==> src/rtl/axi_wr_burst_master.sv <==
// axi_wr_burst_master: pops words from a sync FIFO and writes them out as AXI4 INCR bursts.
// Optional feature macro DMA_WR_ABORT_EN: a non-OKAY write response ends the transfer early.
module axi_wr_burst_master #(
  parameter int DW        = 32,
  parameter int AW        = 32,
  parameter int MAX_BURST = 16,
  parameter int LEN_W     = 16
) (
  input  logic              clk,
  input  logic              rstn,
  input  logic              start,
  input  logic [AW-1:0]     start_addr,
  input  logic [LEN_W-1:0]  xfer_beats,
  output logic              busy,
  output logic              done,
  output logic              err,
  input  logic              fifo_empty,
  output logic              fifo_rd_en,
  input  logic [DW-1:0]     fifo_dout,
  output logic [AW-1:0]     m_awaddr,
  output logic [7:0]        m_awlen,
  output logic [2:0]        m_awsize,
  output logic [1:0]        m_awburst,
  output logic              m_awvalid,
  input  logic              m_awready,
  output logic [DW-1:0]     m_wdata,
  output logic [DW/8-1:0]   m_wstrb,
  output logic              m_wlast,
  output logic              m_wvalid,
  input  logic              m_wready,
  input  logic [1:0]        m_bresp,
  input  logic              m_bvalid,
  output logic              m_bready
);

  localparam int BPB = DW / 8;
  localparam int BSZ = $clog2(BPB);
  localparam int CW  = ((LEN_W > 13) ? LEN_W : 13) + 1;

`ifdef DMA_WR_ABORT_EN
  localparam bit ABORT_ON_ERR = 1'b1;
`else
  localparam bit ABORT_ON_ERR = 1'b0;
`endif

  typedef enum logic [2:0] {S_IDLE, S_ADDR, S_DATA, S_RESP, S_FIN} state_t;

  state_t            state_reg, state_next;
  logic [AW-1:0]     addr_reg;
  logic [AW-1:0]     awaddr_reg;
  logic [7:0]        awlen_reg;
  logic [LEN_W-1:0]  remaining_reg;
  logic [8:0]        reads_left_reg;
  logic [8:0]        wr_left_reg;
  logic              err_reg;
  logic [DW-1:0]     buf_mem [2];
  logic              wr_ptr_reg, rd_ptr_reg;
  logic [1:0]        count_reg;
  logic              inflight_reg;

  logic [AW-1:0]     calc_addr;
  logic [LEN_W-1:0]  calc_rem;
  logic [12:0]       room_beats;
  logic [CW-1:0]     len_min;
  logic [8:0]        calc_len;
  logic              load_aw, aw_hs, w_pop, b_hs, b_bad, rd_en, accept;
  logic [2:0]        occupancy;

  // Next burst is sized from the start inputs when leaving IDLE, otherwise from the running address.
  always_comb begin
    calc_addr  = (state_reg == S_IDLE) ? (start_addr & ~AW'(BPB - 1)) : addr_reg;
    calc_rem   = (state_reg == S_IDLE) ? xfer_beats : remaining_reg;
    room_beats = (13'd4096 - {1'b0, calc_addr[11:0]}) >> BSZ;
    len_min    = CW'(calc_rem);
    if (CW'(room_beats) < len_min) len_min = CW'(room_beats);
    if (CW'(MAX_BURST) < len_min)  len_min = CW'(MAX_BURST);
    calc_len   = len_min[8:0];
  end

  assign m_awvalid = (state_reg == S_ADDR);
  assign m_awaddr  = awaddr_reg;
  assign m_awlen   = awlen_reg;
  assign m_awsize  = 3'(BSZ);
  assign m_awburst = 2'b01;
  assign m_wstrb   = '1;
  assign m_wvalid  = (state_reg == S_DATA) && (count_reg != 2'd0);
  assign m_wdata   = buf_mem[rd_ptr_reg];
  assign m_wlast   = m_wvalid && (wr_left_reg == 9'd1);
  assign m_bready  = (state_reg == S_RESP);
  assign busy      = (state_reg == S_ADDR) || (state_reg == S_DATA) || (state_reg == S_RESP);
  assign done      = (state_reg == S_FIN);
  assign err       = err_reg;

  assign accept  = (state_reg == S_IDLE) && start;
  assign aw_hs   = m_awvalid && m_awready;
  assign w_pop   = m_wvalid && m_wready;
  assign b_hs    = m_bready && m_bvalid;
  assign b_bad   = (m_bresp != 2'b00);
  assign load_aw = (state_next == S_ADDR) && (state_reg != S_ADDR);

  // Words already staged plus the one in flight from the FIFO must never exceed two.
  assign occupancy  = {1'b0, count_reg} + {2'b00, inflight_reg} - {2'b00, w_pop};
  assign rd_en      = (state_reg == S_DATA) && !fifo_empty && (reads_left_reg != 9'd0)
                      && (occupancy < 3'd2);
  assign fifo_rd_en = rd_en;

  always_comb begin
    state_next = state_reg;
    case (state_reg)
      S_IDLE: if (start) state_next = (xfer_beats == '0) ? S_FIN : S_ADDR;
      S_ADDR: if (m_awready) state_next = S_DATA;
      S_DATA: if (w_pop && m_wlast) state_next = S_RESP;
      S_RESP: if (m_bvalid) begin
        state_next = (remaining_reg == '0) ? S_FIN : S_ADDR;
        if (ABORT_ON_ERR && b_bad) state_next = S_FIN;
      end
      S_FIN:  state_next = S_IDLE;
      default: state_next = S_IDLE;
    endcase
  end

  always_ff @(posedge clk or negedge rstn) begin
    if (!rstn) begin
      state_reg <= S_IDLE;
    end else begin
      state_reg <= state_next;
    end
  end

  always_ff @(posedge clk or negedge rstn) begin
    if (!rstn) begin
      addr_reg       <= '0;
      awaddr_reg     <= '0;
      awlen_reg      <= '0;
      remaining_reg  <= '0;
      reads_left_reg <= '0;
      wr_left_reg    <= '0;
      err_reg        <= 1'b0;
    end else begin
      if (accept)
        err_reg <= 1'b0;
      else if (b_hs && b_bad)
        err_reg <= 1'b1;

      if (accept)
        remaining_reg <= xfer_beats;
      else if (aw_hs)
        remaining_reg <= remaining_reg - (LEN_W'(awlen_reg) + LEN_W'(1));

      if (aw_hs)
        addr_reg <= awaddr_reg + ((AW'(awlen_reg) + AW'(1)) << BSZ);

      if (load_aw) begin
        awaddr_reg     <= calc_addr;
        awlen_reg      <= 8'(calc_len - 9'd1);
        reads_left_reg <= calc_len;
        wr_left_reg    <= calc_len;
      end else begin
        if (rd_en) reads_left_reg <= reads_left_reg - 9'd1;
        if (w_pop) wr_left_reg    <= wr_left_reg - 9'd1;
      end
    end
  end

  // Two-entry staging buffer absorbs the FIFO's one-cycle read latency.
  always_ff @(posedge clk or negedge rstn) begin
    if (!rstn) begin
      buf_mem[0]   <= '0;
      buf_mem[1]   <= '0;
      wr_ptr_reg   <= 1'b0;
      rd_ptr_reg   <= 1'b0;
      count_reg    <= 2'd0;
      inflight_reg <= 1'b0;
    end else begin
      inflight_reg <= rd_en;
      count_reg    <= occupancy[1:0];
      if (inflight_reg) begin
        buf_mem[wr_ptr_reg] <= fifo_dout;
        wr_ptr_reg          <= ~wr_ptr_reg;
      end
      if (w_pop) rd_ptr_reg <= ~rd_ptr_reg;
    end
  end

endmodule

==> config.mk <==
export PLATFORM = sky130hd
export DESIGN_NAME = axi_wr_burst_master
export DESIGN_NICKNAME = d
export VERILOG_FILES = /design/src/rtl/axi_wr_burst_master.sv
export SDC_FILE = /design/constraint.sdc
export NUM_CORES = 1
export LEC_CHECK = 0
export CAP_MARGIN = 10
export CORE_MARGIN = 4
export CORE_UTILIZATION = 30
export DETAILED_ROUTE_END_ITERATION = 12
export SYNTH_ARGS = -nofsm -noshare
export SYNTH_HDL_FRONTEND = slang
export SYNTH_SLANG_ARGS = --single-unit
==> constraint.sdc <==
create_clock -name clk -period 10.05 [get_ports clk]
set_input_delay 2.01 -clock clk [delete_from_list [all_inputs] [get_ports clk]]
set_output_delay 2.01 -clock clk [all_outputs]
set_load 0.02 [all_outputs]
# [After elaboration in Yosys (flattened, before gate mapping)]
# Cells that the tools add are included.
[totals] in_bits=89 reg_bits=179 output_inout_bits=89
[classes] eq_ne=7 add_sub_neg=10 n_mux=25 magnitude_cmp=6 bitwise=4 n_reduce_logical=26
[ops] op="32-bit two-way mux" count=5
[ops] op="64-bit bitwise mux" count=1
[ops] op="16-bit two-way mux" count=4
[ops] op="9-bit two-way mux" count=5
[ops] op="32-bit by 11-bit adder with 32-bit output" count=1
[ops] op="32-bit demux with 1-bit select" count=1
[ops] op="16-bit logical NOT" count=2
[ops] op="8-bit by 1-bit adder with 9-bit output (second input constant)" count=2
[ops] op="3-bit two-way mux" count=6
[ops] op="9-bit by 1-bit subtractor with 9-bit output (second input constant)" count=2
[ops] op="11-bit by 16-bit < comparator with 1-bit output" count=1
[ops] op="5-bit by 16-bit < comparator with 1-bit output (first input constant)" count=1
[ops] op="16-bit by 9-bit subtractor with 16-bit output" count=1
[ops] op="1-bit logical AND" count=13
[ops] op="13-bit by 12-bit subtractor with 13-bit output (first input constant)" count=1
[ops] op="3-bit case mux with 4 select lines" count=1
[ops] op="2-bit nonzero test" count=6
[ops] op="9-bit by 1-bit == test with 1-bit output (second input constant)" count=1
[ops] op="9-bit nonzero test" count=1
[ops] op="8-bit by 1-bit subtractor with 8-bit output (second input constant)" count=1
[ops] op="3-bit by 1-bit == test with 1-bit output (second input constant)" count=2
[ops] op="3-bit by 2-bit == test with 1-bit output (second input constant)" count=2
[ops] op="2-bit greater-or-equal comparator (second input constant)" count=2
[ops] op="1-bit inverter with 2-bit output" count=2
[ops] op="11 further kinds" count=14

# [Logic depth before layout (Yosys ltp)]
# Gate-level depths: netlist (run 1).
[logic_depth] depth_word=9 ltp_mapped=21

# [Worst setup path before layout (run 1)]
# No wires, ideal clock.
[synth_path] path_type="input -> output" from="input port m_wready" to="output port fifo_rd_en" slack_ps=4058 required_ps=8040 cell_stages=12 n_path_buf=0 t_arrival_ps=3982 path_cell_list="o211ai_1 inv_1 ha_1 inv_1 ha_1 inv_1 fa_1 xnor2_1 nand2_1 nor3_1 o21ai_1 inv_1"
[synth_between] elab_chain_cells=4
[synth_lines] element="start, declared" line_no="30" source="input logic m_wready,"
[synth_lines] element="1-bit logical AND" line_no="96" source="assign w_pop = m_wvalid && m_wready;"
[synth_lines] element="via w_pop" line_no="66" source="logic load_aw, aw_hs, w_pop, b_hs, b_bad, rd_en, accept;"
[synth_lines] element="3-bit by 1-bit subtractor with 3-bit output" line_no="102" source="assign occupancy = {1'b0, count_reg} + {2'b00, inflight_reg} - {2'b00, w_pop};"
[synth_lines] element="3-bit by 2-bit < comparator with 1-bit output" line_no="104" source="&& (occupancy < 3'd2);"
[synth_lines] element="1-bit logical AND" line_no="104"
[synth_lines] element="end, declared" line_no="18" source="output logic fifo_rd_en,"
# The timed path passes the listed nets, and every way through them passes these cells.

# [Final worst setup path (run 1)]
# Same ends and word-level chain as after synthesis.

==> results of run 1 <==
[cell families after synthesis]
kind of cell	Yosys count	synth area share [%]
XOR/XNOR	72	6.22
other	2	0.0741
AND/OR/NAND/NOR	347	15.9
adder cells (fa/ha/maj)	37	4.79
AO/OA/AOI/OAI	188	11.7
flip-flops	179	44.2
buffers and inverters	94	4.10
multiplexers	119	13.1
[cells in the mapped netlist, types with 3 or more instances]
cell       count  area share [%]
ha_1          34             4.2
nor2_1        75             2.8
or2_2          3            0.19
nor2b_1        5            0.31
nand2b_1       3            0.19
nand3_1       22             1.1
mux2_2        98              11
o21a_1         5            0.37
nor3b_1        3            0.22
o21ai_0       65             3.2
or3_1         13            0.80
and2_1         9            0.56
o211ai_1       5            0.37
buf_4          9            0.67
dfrtp_1      179              44
nor4b_1        3            0.26
a221o_1        3            0.30
buf_2         11            0.54
xnor2_1       52             4.5
and4_1         3            0.26
inv_1         35             1.3
a31oi_1       28             1.7
fa_1           3            0.59
nor4_1        12            0.74
buf_1          8            0.30
nand2_1      147             5.4
a21o_1        11            0.81
a211oi_1       4            0.30
clkbuf_1      29             1.1
nor3_1        21             1.0
o21bai_1       5            0.37
xor2_1        20             1.7
o2111ai_1      3            0.26
a21oi_1       29             1.4
or4_1          8            0.59
and3_1         7            0.43
nand4_1        8            0.49
a22oi_1        9            0.67
mux2i_1       20             2.0
[final timing paths]
path / depth (start not counted) / end / slack, ns / start
worst max-delay path: 14 / fifo_rd_en / 2.73 / m_wready
worst min-delay path: 1 / wr_ptr_reg / 0.49 / inflight_reg
worst max register to register: 17 / m_awlen[4] / 4.41 / state_reg[2]
worst min register to register: 1 / wr_ptr_reg / 0.49 / inflight_reg
max in group asynchronous: 3 / m_awaddr[31] / 6.56 / rstn
min in group asynchronous: 1 / buf_mem[34] / 1.58 / rstn
[report_power, final]
group          internal (W)  total, W  leakage (nW)  switching [W]
Sequential          0.00104   0.00131          2.19       0.000270
Combinational       0.00103   0.00218          2.92        0.00116
Clock              0.000394  0.000686         0.292       0.000292
Total               0.00246   0.00418          5.40        0.00172
[critical path: stages]
cell and delay [ns]:
clkdlybuf4s50_1 0.40, o211ai_1 0.32, inv_1 0.20, ha_1 0.32
inv_1 0.05, ha_1 0.13, inv_1 0.05, fa_1 0.37
xnor2_1 0.14, nand2_1 0.06, nor3_1 0.25, o21ai_1 0.24
inv_1 0.11, clkdlybuf4s50_1 0.66
[per-layer routing]
layer / vias to the layer above / GRT usage (%) / part of all wire [%]
met5: - / 0 / 0.15
met4: 6 / 5.44 / 2.8
met3: 41 / 4.40 / 6.9
met2: 217 / 23.9 / 47
met1: 3827 / 18.4 / 43
li1: 3911 / - / -
[through the flow]
stage	utilization, %	power (W)	hold WS (ns)	setup slack, ns	std cells
2_1_floorplan	-	0.00277	0.450	4.06	1045
6_report	38.3	0.00418	0.486	2.73	1639
3_3_place_gp	36.4	0.00347	0.461	2.73	1608
4_1_cts	38.3	0.00423	0.492	2.65	1639
5_1_grt	38.3	0.00453	0.503	2.41	1639
3_5_place_dp	36.4	0.00352	0.475	2.65	1608
[area by class of cell]
type,count,area [um^2]
fillers,3268,20700
clock buffers,21,480
repair buffers,174,1720
clock inverters,10,124
multi-input cells,772,5300
inverters,35,131
well taps,448,561
flip-flops and latches,179,4480
==> out/summary.txt, run 1 <==
Die ar. - 0.0368 mm^2
# diodes - 0
Commonest non-fill, non-tap cell in the layout - dfrtp_1
Cts hold-fix bufs - 0
Die W - 192 um
Setup bufs post-CTS - 0
Clock transition at the registers of the reported paths - 0.07 ns
RSZ-0062 raised after global routing - false
Final WL - 26600 um
Yosys cell types - 61
Clock Skew - 0.0198 ns
Post-route ant nets - 0
CP max FO - 7
Cell Pwr Density - 326 mW/mm^2
Peak supply drop - 0.162 mV
Cell area after layout - 0.0128 mm^2
Detailed Place HPWL - 18900 um
Pre-antenna DRT Iters - 5
Slew Limit Fails - 0
Die H - 192 um
Sequential area share after synthesis - 44.2%
Share of cells above drive strength 1 - 12.8%
Tmin final - 7.32 ns
GR Overflow Total - 0
Setup violations, final - 0
Synth Area per Inst - 9.76 um^2
Setup crit end kind - output pin
Iter 0 DRT Violations - 384
Crit path launch type - primary input
Resized cells post-CTS - 0
Final hold vios - 0
Worst-margin pin slew - 1.08 ns
Post-synth EDFFs - 0
Total track usage - 14.7%
F_max - 137 MHz
Placed Area - 0.0122 mm^2
I/O pin count - 178
Antenna violations before repair - 3
Commonest register cell after synthesis - dfrtp_1
HP Class - flip-flop to flip-flop
Vias per std cell - 4.88
Pin count of the biggest net entering global routing - 75
TritonCTS Sinks - 179
Clk_lat worst skew - 0.44 ns
Syn Inst Count - 1038
Kind of critical path - primary input to output pin
Most frequent cells in the layout - 179 x dfrtp_1, 165 x clkdlybuf4s50_1, 146 x nand2_1, 98 x mux2_2, 74 x nor2_1
Number of port buffers - 166
First-pass GRT wire length - 43000 um
Final Wtd Congestion - 0.823
Leakage Power - 5.40 nW
TritonCTS clock tree - done
Vias in the first global route - 8080
Bufs on Longest Clock Path - 2
MaxCap Viol Count - 0
Final critical-path share of the clock period - 72.8%
#FFs+latches synth - 179
Fraction of registers with async set/reset - 100%
Placeable Area - 0.0334 mm^2
Arr. time, crit path - 5.31 ns
Via count - 8002
Final net count - 1305
Initial core utilization - 30.3%
Critical path required time - 8.04 ns
# DRC - 0
Synth warnings - 0
CTS root buffer - clkbuf_16
WL/cell - 16.2 um
Setup TNS - 0 ns
Layout area overhead - 26.2%
Largest register FFs - 64
Slew Limit Headroom - 27.9%
FP Rows - 67
Syn Std Cell Area - 0.0101 mm^2
CTS Buf Count - 17
Run status - finished clean
H-tree Lvls - 4
(Power assumes the default switching activity.)
==> inputs of run 2 (changes only) <==
Clock period 10.05 ns to 6.4 ns, I/O delays scaled along.
==> run 2 against run 1 <==
Compared with the run above:
- register-to-register slack lost 3.1 ns
- clock skew is 0.0034 ns lower
- global-route usage increased by 0.15 points
- final cell count increased by 0.24%
==> out/summary.txt, run 2 (same netlist as run 1, synthesis figures left out) <==
Run status - finished clean
Tmin final - 5.70 ns
Slew Limit Headroom - 29.1%
# diodes - 0
Internal - 0.00383 W
Peak supply drop - 0.266 mV
P_sw - 0.00274 W
Final hold vios - 0
Kind of critical path - primary input to output pin
FP Rows - 67
Antenna violations before repair - 1
Pin count of the biggest net entering global routing - 68
Final critical-path share of the clock period - 89.1%
Setup bufs post-CTS - 0
Finished Layout Cells - 1643
Switching Fraction - 41.7%
Die ar. - 0.0368 mm^2
Crit path launch type - primary input
GR Overflow Total - 0
H-tree Lvls - 4
Slew Limit Fails - 0
Iter 0 DRT Violations - 337
Clock power frac - 16.0%
CP dominant cell by count - inv_1
Clock Skew - 0.0164 ns
Via count - 8004
# DRC - 0
Reg2reg start - state_reg[2]
Part of the power in combinational logic - 52.6%
Bufs on Longest Clock Path - 2
Final net count - 1310
Placeable Area - 0.0334 mm^2
Vias per std cell - 4.87
Sequential Power Share - 31.3%
HP Class - flip-flop to flip-flop
MaxCap Viol Count - 0
Number of port buffers - 166
Worst path max stage delay - 0.64 ns
Critical path required time - 5.12 ns
Pre-antenna DRT Iters - 4
Total track usage - 14.8%
CTS root buffer - clkbuf_16
Crit-path slowest cell - clkdlybuf4s50_1
Min-delay src - rd_ptr_reg
Resized cells post-CTS - 0
Cts hold-fix bufs - 0
Detailed Place HPWL - 19600 um
Cell Pwr Density - 513 mW/mm^2
Die H - 192 um
Leakage Power - 5.40 nW
R2r endpoint - m_awlen[4]
Setup TNS - 0 ns
Share of cells above drive strength 1 - 13.1%
Initial core utilization - 30.3%
Reg2reg setup slack - 1.27 ns
RSZ-0062 raised after global routing - false
Setup violations, final - 0
Clk_lat worst skew - 0.44 ns
Most frequent cells in the layout - 179 x dfrtp_1, 165 x clkdlybuf4s50_1, 146 x nand2_1, 98 x mux2_2, 74 x nor2_1
Arr. time, crit path - 4.42 ns
CP max FO - 7
First-pass GRT wire length - 43400 um
Worst Hold End - rd_ptr_reg
Final Wtd Congestion - 0.836
TritonCTS clock tree - done
CP startpoint - m_wready
Dpl cells - 1613
Largest register FFs - 64
F_max - 175 MHz
Clock transition at the registers of the reported paths - 0.08 ns
Post-route ant nets - 0
Hold Slack - 0.475 ns
WL/cell - 16.5 um
Setup crit end kind - output pin
Commonest non-fill, non-tap cell in the layout - dfrtp_1
Layout area overhead - 26.3%
Worst path cell trace - clkdlybuf4s50_1, o211ai_1, buf_4, inv_1, ha_1, inv_1, ha_1, inv_1, fa_1, xnor2_1, nand2_1, nor3_1, o21ai_1, inv_1, clkdlybuf4s50_1
I/O pin count - 178
Cell depth of the worst flop-to-flop path - 17
TritonCTS Sinks - 179
Min-Delay Path Depth - 1
CTS Buf Count - 17
Final WL - 27000 um
Worst-margin pin slew - 1.06 ns
Vias in the first global route - 8155
Die W - 192 um
run 2: cell count changes in the layout (fill, tap and decap cells not counted):
cell and delta:
buf_4 +5, inv_6 +4, clkbuf_8 -4, clkinvlp_4 +1, clkinv_4 -2
run 2: area by class of cell:
type | instances | area, um^2
inverter | 35 | 131
clock inverter | 13 | 149
tap | 448 | 561
fill | 3319 | 20600
multi-input combinational | 772 | 5300
sequential | 179 | 4480
clock buffer | 17 | 425
timing repair buffer | 179 | 1760
run 2: metal layers:
| layer | GRT usage, % | routed length, um | vias up |
|---|---|---|---|
| met5 | 0 | 13 | - |
| met4 | 5.36 | 712 | 2 |
| met3 | 4.94 | 2020 | 38 |
| met2 | 24.2 | 12800 | 209 |
| met1 | 18.3 | 11500 | 3834 |
| li1 | - | - | 3921 |
run 2: per-stage QoR:
stage                     utilization [%]  instance area [um^2]  setup WS (ns)  total power (W)
final                                38.3                 12800          0.696          0.00656
after global routing                 38.3                 12800          0.436          0.00710
after CTS                            38.3                 12800          0.653          0.00664
after detailed placement             36.6                 12200          0.494          0.00555
after global placement               36.6                 12200          0.563          0.00547
after floorplan                         -                 10200           1.30          0.00436
run 2: power groups by stage:
stage	Clock, W	Sequential (W)	Combinational, W
after global routing	0.00113	0.00213	0.00384
after CTS	0.00108	0.00206	0.00350
after detailed placement	0	0.00207	0.00348
after floorplan	0	0.00207	0.00229
after global placement	0	0.00205	0.00342
final	0.00105	0.00206	0.00346
run 2: critical path, delay by kind of cell:
family / cells / cell delay, ns
buffers and inverters: 7 / 1.64
adders and majority gates: 3 / 0.74
AOI/OAI and AO/OA: 2 / 0.32
and+or+nand+nor: 2 / 0.30
xor gates and xnor gates: 1 / 0.15
run 2: worst max-delay path by stage:
stage	endpoint	slack [ns]
after floorplan	m_awlen[4]	1.30
after global placement	m_awlen[4]	0.56
after detailed placement	m_awlen[4]	0.49
after CTS	fifo_rd_en	0.65
after global routing	fifo_rd_en	0.44
final	fifo_rd_en	0.70
